### src/rtl/sa_pkg.sv
// Shared systolic-array constants, loader state encoding and RF lane helper.
// Latency: none (declarations only).
// Backpressure: none (declarations only).
package sa_pkg;
    localparam int DW    = 16;
    localparam int ROWS  = 8;
    localparam int IDX_W = 5;

    typedef enum logic [2:0] {
        ST_IDLE    = 3'd0,
        ST_LOAD    = 3'd1,
        ST_COMPUTE = 3'd2,
        ST_DRAIN   = 3'd3,
        ST_FINISH  = 3'd4
    } rf_ld_state_e;

    // Lane k of a packed row lives at bits [k*DW +: DW]; the RF relies on this layout.
    function automatic logic [DW-1:0] lane_get(input logic [ROWS*DW-1:0] row, input int unsigned k);
        return row[k*DW +: DW];
    endfunction
endpackage

### src/rtl/rf_loader_if.sv
// Row-in / RF-out bundle of the loader; master = upstream feeder, slave = loader.
// Latency: none (wiring only).
// Backpressure: IN_READY from the slave gates IN_VALID beats.
interface rf_loader_if #(
    parameter int DW   = sa_pkg::DW,
    parameter int ROWS = sa_pkg::ROWS
);
    logic                      START;
    logic                      ABORT;
    logic                      IN_VALID;
    logic                      IN_READY;
    logic [ROWS*DW-1:0]        IN_X;
    logic [ROWS*DW-1:0]        IN_W;
    logic                      RF_EN;
    logic                      WRITE;
    logic [sa_pkg::IDX_W-1:0]  IDX;
    logic [ROWS*DW-1:0]        X_DATA;
    logic [ROWS*DW-1:0]        W_DATA;
    logic                      BUSY;
    logic                      DONE;

    modport master (
        output START, ABORT, IN_VALID, IN_X, IN_W,
        input  IN_READY, RF_EN, WRITE, IDX, X_DATA, W_DATA, BUSY, DONE
    );

    modport slave (
        input  START, ABORT, IN_VALID, IN_X, IN_W,
        output IN_READY, RF_EN, WRITE, IDX, X_DATA, W_DATA, BUSY, DONE
    );
endinterface

### src/rtl/sa_step_cnt.sv
// Loadable up-counter with terminal-count flag; saturates at MAX-1 so it never wraps.
// Latency: load/increment visible one cycle later; tc is combinational from the count.
// Backpressure: none; en simply stalls the count.
module sa_step_cnt #(
    parameter  int MAX = 8,
    localparam int W   = $clog2(MAX) + 1
) (
    input  logic         clk,
    input  logic         rst_n,
    input  logic         load,
    input  logic [W-1:0] load_val,
    input  logic         en,
    output logic [W-1:0] cnt,
    output logic         tc
);
    localparam logic [W-1:0] LAST = W'(MAX - 1);

    logic [W-1:0] cnt_q;
    logic [W-1:0] cnt_d;

    assign cnt = cnt_q;
    assign tc  = (cnt_q == LAST);

    // Load wins over increment; increment stops at the terminal value.
    always_comb begin
        cnt_d = cnt_q;
        if (load) begin
            cnt_d = load_val;
        end else if (en && !tc) begin
            cnt_d = cnt_q + 1'b1;
        end
    end

    // Count register.
    always_ff @(posedge clk or negedge rst_n) begin
        if (!rst_n) begin
            cnt_q <= '0;
        end else begin
            cnt_q <= cnt_d;
        end
    end
endmodule

### src/rtl/rf_loader.sv
// RF load/compute sequencer: loads ROWS rows, sweeps IDX for compute, drains, pulses DONE.
// Latency: a row beat reaches the RF ports one cycle after its handshake; DONE lands 25 cycles after the last beat.
// Backpressure: IN_READY is high only in LOAD; beats offered in any other state are dropped.
module rf_loader
    import sa_pkg::*;
#(
    parameter int DW            = sa_pkg::DW,
    parameter int ROWS          = sa_pkg::ROWS,
    parameter int COMPUTE_STEPS = 2 * ROWS - 1,
    parameter int DRAIN_CYCLES  = 8
) (
    input  logic        CLK,
    input  logic        RSTN,
    rf_loader_if.slave  bus
);
    localparam int ROW_W  = $clog2(ROWS) + 1;
    localparam int STEP_W = $clog2(COMPUTE_STEPS) + 1;
    localparam int DRN_W  = $clog2(DRAIN_CYCLES + 1) + 1;

    if (COMPUTE_STEPS > 32) begin : g_chk_steps
        $error("rf_loader: COMPUTE_STEPS exceeds the 5-bit IDX range");
    end
    if (ROWS > 16) begin : g_chk_rows
        $error("rf_loader: ROWS must be 16 or fewer");
    end

    rf_ld_state_e state_q, state_d;

    logic                 rf_en_q, rf_en_d;
    logic                 write_q, write_d;
    logic [IDX_W-1:0]     idx_q, idx_d;
    logic [ROWS*DW-1:0]   x_data_q, x_data_d;
    logic [ROWS*DW-1:0]   w_data_q, w_data_d;
    logic                 busy_q, busy_d;
    logic                 done_q, done_d;

    logic                 hs;
    logic [ROW_W-1:0]     row_cnt;
    logic                 row_tc;
    logic [STEP_W-1:0]    step_cnt;
    logic                 step_tc;
    logic [DRN_W-1:0]     drain_cnt_unused;
    logic                 drain_tc;

    assign bus.IN_READY = (state_q == ST_LOAD);
    assign hs           = bus.IN_VALID && (state_q == ST_LOAD);

    // Row counter is held at zero through IDLE so every job starts writing at IDX 0.
    sa_step_cnt #(.MAX(ROWS)) u_row_cnt (
        .clk(CLK), .rst_n(RSTN), .load(state_q == ST_IDLE), .load_val('0),
        .en(hs), .cnt(row_cnt), .tc(row_tc)
    );

    sa_step_cnt #(.MAX(COMPUTE_STEPS)) u_step_cnt (
        .clk(CLK), .rst_n(RSTN), .load(state_q != ST_COMPUTE), .load_val('0),
        .en(state_q == ST_COMPUTE), .cnt(step_cnt), .tc(step_tc)
    );

    // The first DRAIN cycle still shows the last compute step on the ports, so the
    // state lingers DRAIN_CYCLES+1 cycles to give DRAIN_CYCLES idle port cycles.
    sa_step_cnt #(.MAX(DRAIN_CYCLES + 1)) u_drain_cnt (
        .clk(CLK), .rst_n(RSTN), .load(state_q != ST_DRAIN), .load_val('0),
        .en(state_q == ST_DRAIN), .cnt(drain_cnt_unused), .tc(drain_tc)
    );

    // State and registered outputs.
    always_ff @(posedge CLK or negedge RSTN) begin
        if (!RSTN) begin
            state_q  <= ST_IDLE;
            rf_en_q  <= 1'b0;
            write_q  <= 1'b0;
            idx_q    <= '0;
            x_data_q <= '0;
            w_data_q <= '0;
            busy_q   <= 1'b0;
            done_q   <= 1'b0;
        end else begin
            state_q  <= state_d;
            rf_en_q  <= rf_en_d;
            write_q  <= write_d;
            idx_q    <= idx_d;
            x_data_q <= x_data_d;
            w_data_q <= w_data_d;
            busy_q   <= busy_d;
            done_q   <= done_d;
        end
    end

    // Next state; ABORT pre-empts every transition outside IDLE.
    always_comb begin
        state_d = state_q;
        if (state_q != ST_IDLE && bus.ABORT) begin
            state_d = ST_IDLE;
        end else begin
            case (state_q)
                ST_IDLE:    if (bus.START)    state_d = ST_LOAD;
                ST_LOAD:    if (hs && row_tc) state_d = ST_COMPUTE;
                ST_COMPUTE: if (step_tc)      state_d = ST_DRAIN;
                ST_DRAIN:   if (drain_tc)     state_d = ST_FINISH;
                ST_FINISH:                    state_d = ST_IDLE;
                default:                      state_d = ST_IDLE;
            endcase
        end
    end

    // Next values of the RF-facing outputs; BUSY/DONE track the state being entered.
    always_comb begin
        rf_en_d  = 1'b0;
        write_d  = write_q;
        idx_d    = idx_q;
        x_data_d = x_data_q;
        w_data_d = w_data_q;
        case (state_q)
            ST_LOAD: begin
                if (hs) begin
                    rf_en_d  = 1'b1;
                    write_d  = 1'b1;
                    idx_d    = IDX_W'(row_cnt);
                    x_data_d = bus.IN_X;
                    w_data_d = bus.IN_W;
                end
            end
            ST_COMPUTE: begin
                rf_en_d = 1'b1;
                write_d = 1'b0;
                idx_d   = IDX_W'(step_cnt);
            end
            ST_DRAIN: begin
                write_d = 1'b0;
            end
            default: begin
            end
        endcase
        if (state_d == ST_IDLE) begin
            rf_en_d  = 1'b0;
            write_d  = 1'b0;
            idx_d    = '0;
            x_data_d = '0;
            w_data_d = '0;
        end
        busy_d = (state_d != ST_IDLE);
        done_d = (state_d == ST_FINISH);
    end

    assign bus.RF_EN  = rf_en_q;
    assign bus.WRITE  = write_q;
    assign bus.IDX    = idx_q;
    assign bus.X_DATA = x_data_q;
    assign bus.W_DATA = w_data_q;
    assign bus.BUSY   = busy_q;
    assign bus.DONE   = done_q;
endmodule

### src/flat_wrapper.sv
// flat-port wrapper written by rule: the top's interface ports become plain ports
module rf_loader_flat import sa_pkg::*;
#(
    parameter int DW            = sa_pkg::DW,
    parameter int ROWS          = sa_pkg::ROWS,
    parameter int COMPUTE_STEPS = 2 * ROWS - 1,
    parameter int DRAIN_CYCLES  = 8
)
  (CLK, RSTN, bus_START, bus_ABORT, bus_IN_VALID, bus_IN_X, bus_IN_W, bus_IN_READY, bus_RF_EN, bus_WRITE, bus_IDX, bus_X_DATA, bus_W_DATA, bus_BUSY, bus_DONE);
  rf_loader_if #(.DW(DW), .ROWS(ROWS)) bus_i ();
  input  logic CLK;
  input  logic RSTN;
  input wire logic [$bits(bus_i.START)-1:0] bus_START;
  input wire logic [$bits(bus_i.ABORT)-1:0] bus_ABORT;
  input wire logic [$bits(bus_i.IN_VALID)-1:0] bus_IN_VALID;
  input wire logic [$bits(bus_i.IN_X)-1:0] bus_IN_X;
  input wire logic [$bits(bus_i.IN_W)-1:0] bus_IN_W;
  output wire logic [$bits(bus_i.IN_READY)-1:0] bus_IN_READY;
  output wire logic [$bits(bus_i.RF_EN)-1:0] bus_RF_EN;
  output wire logic [$bits(bus_i.WRITE)-1:0] bus_WRITE;
  output wire logic [$bits(bus_i.IDX)-1:0] bus_IDX;
  output wire logic [$bits(bus_i.X_DATA)-1:0] bus_X_DATA;
  output wire logic [$bits(bus_i.W_DATA)-1:0] bus_W_DATA;
  output wire logic [$bits(bus_i.BUSY)-1:0] bus_BUSY;
  output wire logic [$bits(bus_i.DONE)-1:0] bus_DONE;
  assign bus_i.START = bus_START;
  assign bus_i.ABORT = bus_ABORT;
  assign bus_i.IN_VALID = bus_IN_VALID;
  assign bus_i.IN_X = bus_IN_X;
  assign bus_i.IN_W = bus_IN_W;
  assign bus_IN_READY = bus_i.IN_READY;
  assign bus_RF_EN = bus_i.RF_EN;
  assign bus_WRITE = bus_i.WRITE;
  assign bus_IDX = bus_i.IDX;
  assign bus_X_DATA = bus_i.X_DATA;
  assign bus_W_DATA = bus_i.W_DATA;
  assign bus_BUSY = bus_i.BUSY;
  assign bus_DONE = bus_i.DONE;
  rf_loader #(.DW(DW), .ROWS(ROWS), .COMPUTE_STEPS(COMPUTE_STEPS), .DRAIN_CYCLES(DRAIN_CYCLES)) u_core (.CLK(CLK), .RSTN(RSTN), .bus(bus_i));
endmodule
### config.mk
export PLATFORM = sky130hd
export DESIGN_NAME = rf_loader_flat
export DESIGN_NICKNAME = d
export VERILOG_FILES = /design/src/rtl/sa_pkg.sv /design/src/rtl/rf_loader_if.sv /design/src/rtl/sa_step_cnt.sv /design/src/rtl/rf_loader.sv /design/src/flat_wrapper.sv
export SDC_FILE = /design/constraint.sdc
export NUM_CORES = 1
export LEC_CHECK = 0
export BUFFER_PORTS_ARGS = -buffer_cell sky130_fd_sc_hd__buf_2
export CAP_MARGIN = 20
export CORE_AREA = 5 5 202 204
export CTS_CLUSTER_DIAMETER = 50
export DETAILED_ROUTE_END_ITERATION = 8
export DIE_AREA = 0 0 207 209
export SKIP_CTS_REPAIR_TIMING = 1
export SYNTH_ARGS = -nofsm -noshare
export SYNTH_HDL_FRONTEND = slang
export SYNTH_SLANG_ARGS = --single-unit
export TNS_END_PERCENT = 30
### constraint.sdc
create_clock -name CLK -period 2.4 [get_ports CLK]
set_clock_uncertainty 0.1 [all_clocks]
set_input_delay 0.24 -clock CLK [delete_from_list [all_inputs] [get_ports CLK]]
set_output_delay 0.24 -clock CLK [all_outputs]
set_load 0.01 [all_outputs]
==> run summary <==
Port bufs = 526
Status = completed
Die Area = 43260 µm²
Max VDD drop = 0.5952 mV
First-pass GRT wire length = 58240 µm
P_sw = 7.215 mW
DR WL/cell = 16.61 µm
Minimum clock period = 2.365 ns
Crit-path slowest cell = dfrtp_1
Die height = 209 µm
Power, Total = 19.50 mW
Fin cells = 2583
Worst Max-Slew Pin Slew = 0.7209 ns
Ys Warns = 0
Final WL = 42910 µm
Cell mode on critical path = buf_4
Initial DRC Count = 808
Grt ovf = 0
Worst-path clk slew = 0.06 ns
Synth top area share = 62.27%
Top area cells in the synthesized netlist = dfrtp_1 62%, nand2_1 17%, a21oi_1 12%
Cell accounting for the most synthesized area = dfrtp_1
Clk sink count = 282
Seq/Total Area, Yosys = 62.27%
CP Data Arrival Time = 2.68 ns
Post-Syn Nets = 1504
Share of layout cells above drive strength 1 = 31.86%
Htree depth = 2
Clock latency on the worst-skew pair = 0.54 ns
Seq cells post-synth = 282
Ratio of final minimum period to clock period = 98.56%
Root Driver = clkbuf_16
DR pass1 iterations = 5
Sequential fraction of design power = 34.2%
Gpl congestion = 0.8365
Worst Path Required = 2.71 ns
Rows = 73
Leak = 9.455 nW
Clk buf depth = 3
Via count = 11930
CP Capture Type = register
FILL cells = 3525
Rel. slew slack = 51.94%
Switching power share of the total = 36.99%
Post-Syn Instances = 1238
Max_cap viols = 0
Setup TNS = 0 ns
CP cell instances = inv_2 > ha_1 > and4bb_2 > buf_4 > o221ai_4 > o41ai_4 > buf_4 > buf_4 > buf_12 > buf_6 > a21oi_1
HP Class = in -> reg
Die width = 207 µm
FF/Latch Area = 7057 µm²
Avg Inst Size Synth = 9.155 µm²
Number of remaining DRC errors = 0
Setup violations, final = 0
Placed Instances = 2239
Starting Density = 28.99%
NumNets Final = 2296
Clock power share = 27.7%
Vias in the first global route = 10600
Startpoint types = register
Largest net degree at the start of global routing = 136
CTS tree = built
P_int = 12.29 mW
Fin. Hold Viols = 0
Synthesized cell area = 11330 µm²
Power Dens Cells = 1036 nW/µm²
Post-synth cell types = 38
Achievable Freq = 422.8 MHz
Critical setup path kind = reg -> reg
Core footprint = 39090 µm²
GRT Total Usage = 16.21%
Hpwl dp = 26590 µm
Antenna-violating nets left = 0
TritonCTS buffer count = 36
Slew Limit Fails = 0
IO Pins = 527
Comb pwr share = 38.1%
Worst Path Buf+Inv = 6
DR vias/cell = 4.619
Initial antenna violation count = 3
Multi-input gate area = 3874 µm²
Hold slack = 0.1685 ns
Delay-heaviest family, CP = buffers and inverters
Max stage delay on crit path = 0.40 ns
Syn-to-layout area delta = 66.09%
CP max FO = 11
metal layers:
metal | share of wire, % | vias to the layer above | global-route usage, %
met5 | 0.030 | - | 0
met2 | 49 | 549 | 26.39
li1 | - | 5587 | -
met3 | 8.5 | 101 | 6.561
met1 | 39 | 5692 | 19.80
met4 | 2.9 | 2 | 5.130
cell type report:
class | instances | area share (%)
Antenna cell | 2 | 0.02659
Clock buffer | 49 | 5.318
Clock inverter | 15 | 0.9838
Inverter | 6 | 0.1196
Multi-Input combinational cell | 856 | 20.58
Sequential cell | 282 | 37.49
Tap cell | 525 | 3.490
Timing Repair Buffer | 848 | 31.99
cells by family after synthesis:
kind of cell | share of synthesized area [%]
AND/OR/NAND/NOR | 19.18
AO/OA/AOI/OAI | 12.67
flip-flops | 62.27
multiplexers | 0.5299
buffers and inverters | 4.184
adder cells (fa/ha/maj) | 0.5520
XOR/XNOR | 0.6183
cells in the mapped netlist:
cell	instances
xor2_1	3
nand4b_1	1
o221ai_2	1
nand2b_1	1
buf_4	1
a31oi_1	1
clkbuf_2	1
or2_2	1
or3_1	1
o31ai_1	1
nand2_1	515
ha_1	5
nand3_1	6
or3b_2	1
and4bb_1	1
and3_1	2
o22ai_1	1
nor3_1	2
a21o_1	1
o31a_1	1
a21oi_1	263
mux2i_1	6
o21ai_0	3
buf_2	27
o41ai_2	1
a211oi_1	5
nor4bb_1	1
dfrtp_1	282
nor2_1	21
buf_1	4
buf_6	8
or3b_1	1
inv_1	6
clkbuf_1	53
nor3b_1	3
nand4bb_1	1
xnor2_1	5
nand3b_1	1
placed cells by master, fill, tap and decap left out, types with 2 or more instances in the layout:
cell / instances
nor2_1: 21
bufinv_16: 3
nand2_1: 515
buf_6: 13
nor3b_1: 3
xor2_1: 3
ha_1: 5
inv_1: 5
clkinvlp_4: 4
buf_4: 32
mux2i_1: 6
xnor2_1: 5
clkbuf_8: 3
nor3_1: 2
clkbuf_16: 42
o21ai_0: 3
dlygate4sd3_1: 258
clkbuf_1: 9
diode_2: 2
and3_1: 2
buf_2: 525
a21oi_1: 262
a211oi_1: 5
clkinv_4: 2
nand3_1: 6
buf_12: 9
buf_8: 2
buf_16: 3
dfrtp_1: 282
clkinv_2: 2
inv_6: 3
path summary, 6_finish.rpt:
check,start,endpoint,slack (ns),cells after the start
max,u_core.u_drain_cnt.cnt[0]$_DFFE_PN0P_,u_core.bus.X_DATA[62]$_DFFE_PN0P_,0.03,11
min,bus_IN_VALID,u_core.state_q[1]$_DFF_PN0_,0.17,5
max reg2reg,u_core.u_drain_cnt.cnt[0]$_DFFE_PN0P_,u_core.bus.X_DATA[62]$_DFFE_PN0P_,0.03,11
min reg2reg,u_core.bus.W_DATA[81]$_DFFE_PN0P_,u_core.bus.W_DATA[81]$_DFFE_PN0P_,0.41,2
max in group asynchronous,RSTN,u_core.bus.X_DATA[39]$_DFFE_PN0P_,1.18,3
min in group asynchronous,RSTN,u_core.bus.W_DATA[41]$_DFFE_PN0P_,0.21,2
per-stage QoR:
stage | setup WS, ns | utilization, % | cell area, µm²
2_1_floorplan | 0.3254 | - | 11330
3_3_place_gp | 0.1513 | 37.58 | 14690
4_1_cts | 0.06263 | 40.62 | 15880
3_5_place_dp | 0.08221 | 37.58 | 14690
5_1_grt | -0.05220 | 48.14 | 18820
6_report | 0.03466 | 48.15 | 18820
worst min-delay path: cells and delay by family:
kind            cells  cell delay [ns]
simple gates        3             0.30
buf+inv             1             0.13
compound gates      1             0.09
flip-flops by register name, summed over array words and instances (netlist names):
name and count:
u_core.bus.W_DATA 128, u_core.bus.X_DATA 128, u_core.bus.IDX 5, u_core.u_drain_cnt.cnt 5, u_core.u_step_cnt.cnt 5, u_core.u_row_cnt.cnt 4
u_core.state_q 3, u_core.bus.BUSY 1, u_core.bus.DONE 1, u_core.bus.RF_EN 1, u_core.bus.WRITE 1
power by group through the flow:
| stage | Clock, mW | Sequential [mW] | Combinational (mW) |
|---|---|---|---|
| finish | 5.40 | 6.67 | 7.43 |
| global route | 5.75 | 6.81 | 8.06 |
| CTS | 5.55 | 6.66 | 6.26 |
| detailed placement | 0 | 6.71 | 6.26 |
| global placement | 0 | 6.68 | 6.16 |
| floorplan | 0 | 7.26 | 2.91 |
Power figures use the tool's default switching activity.
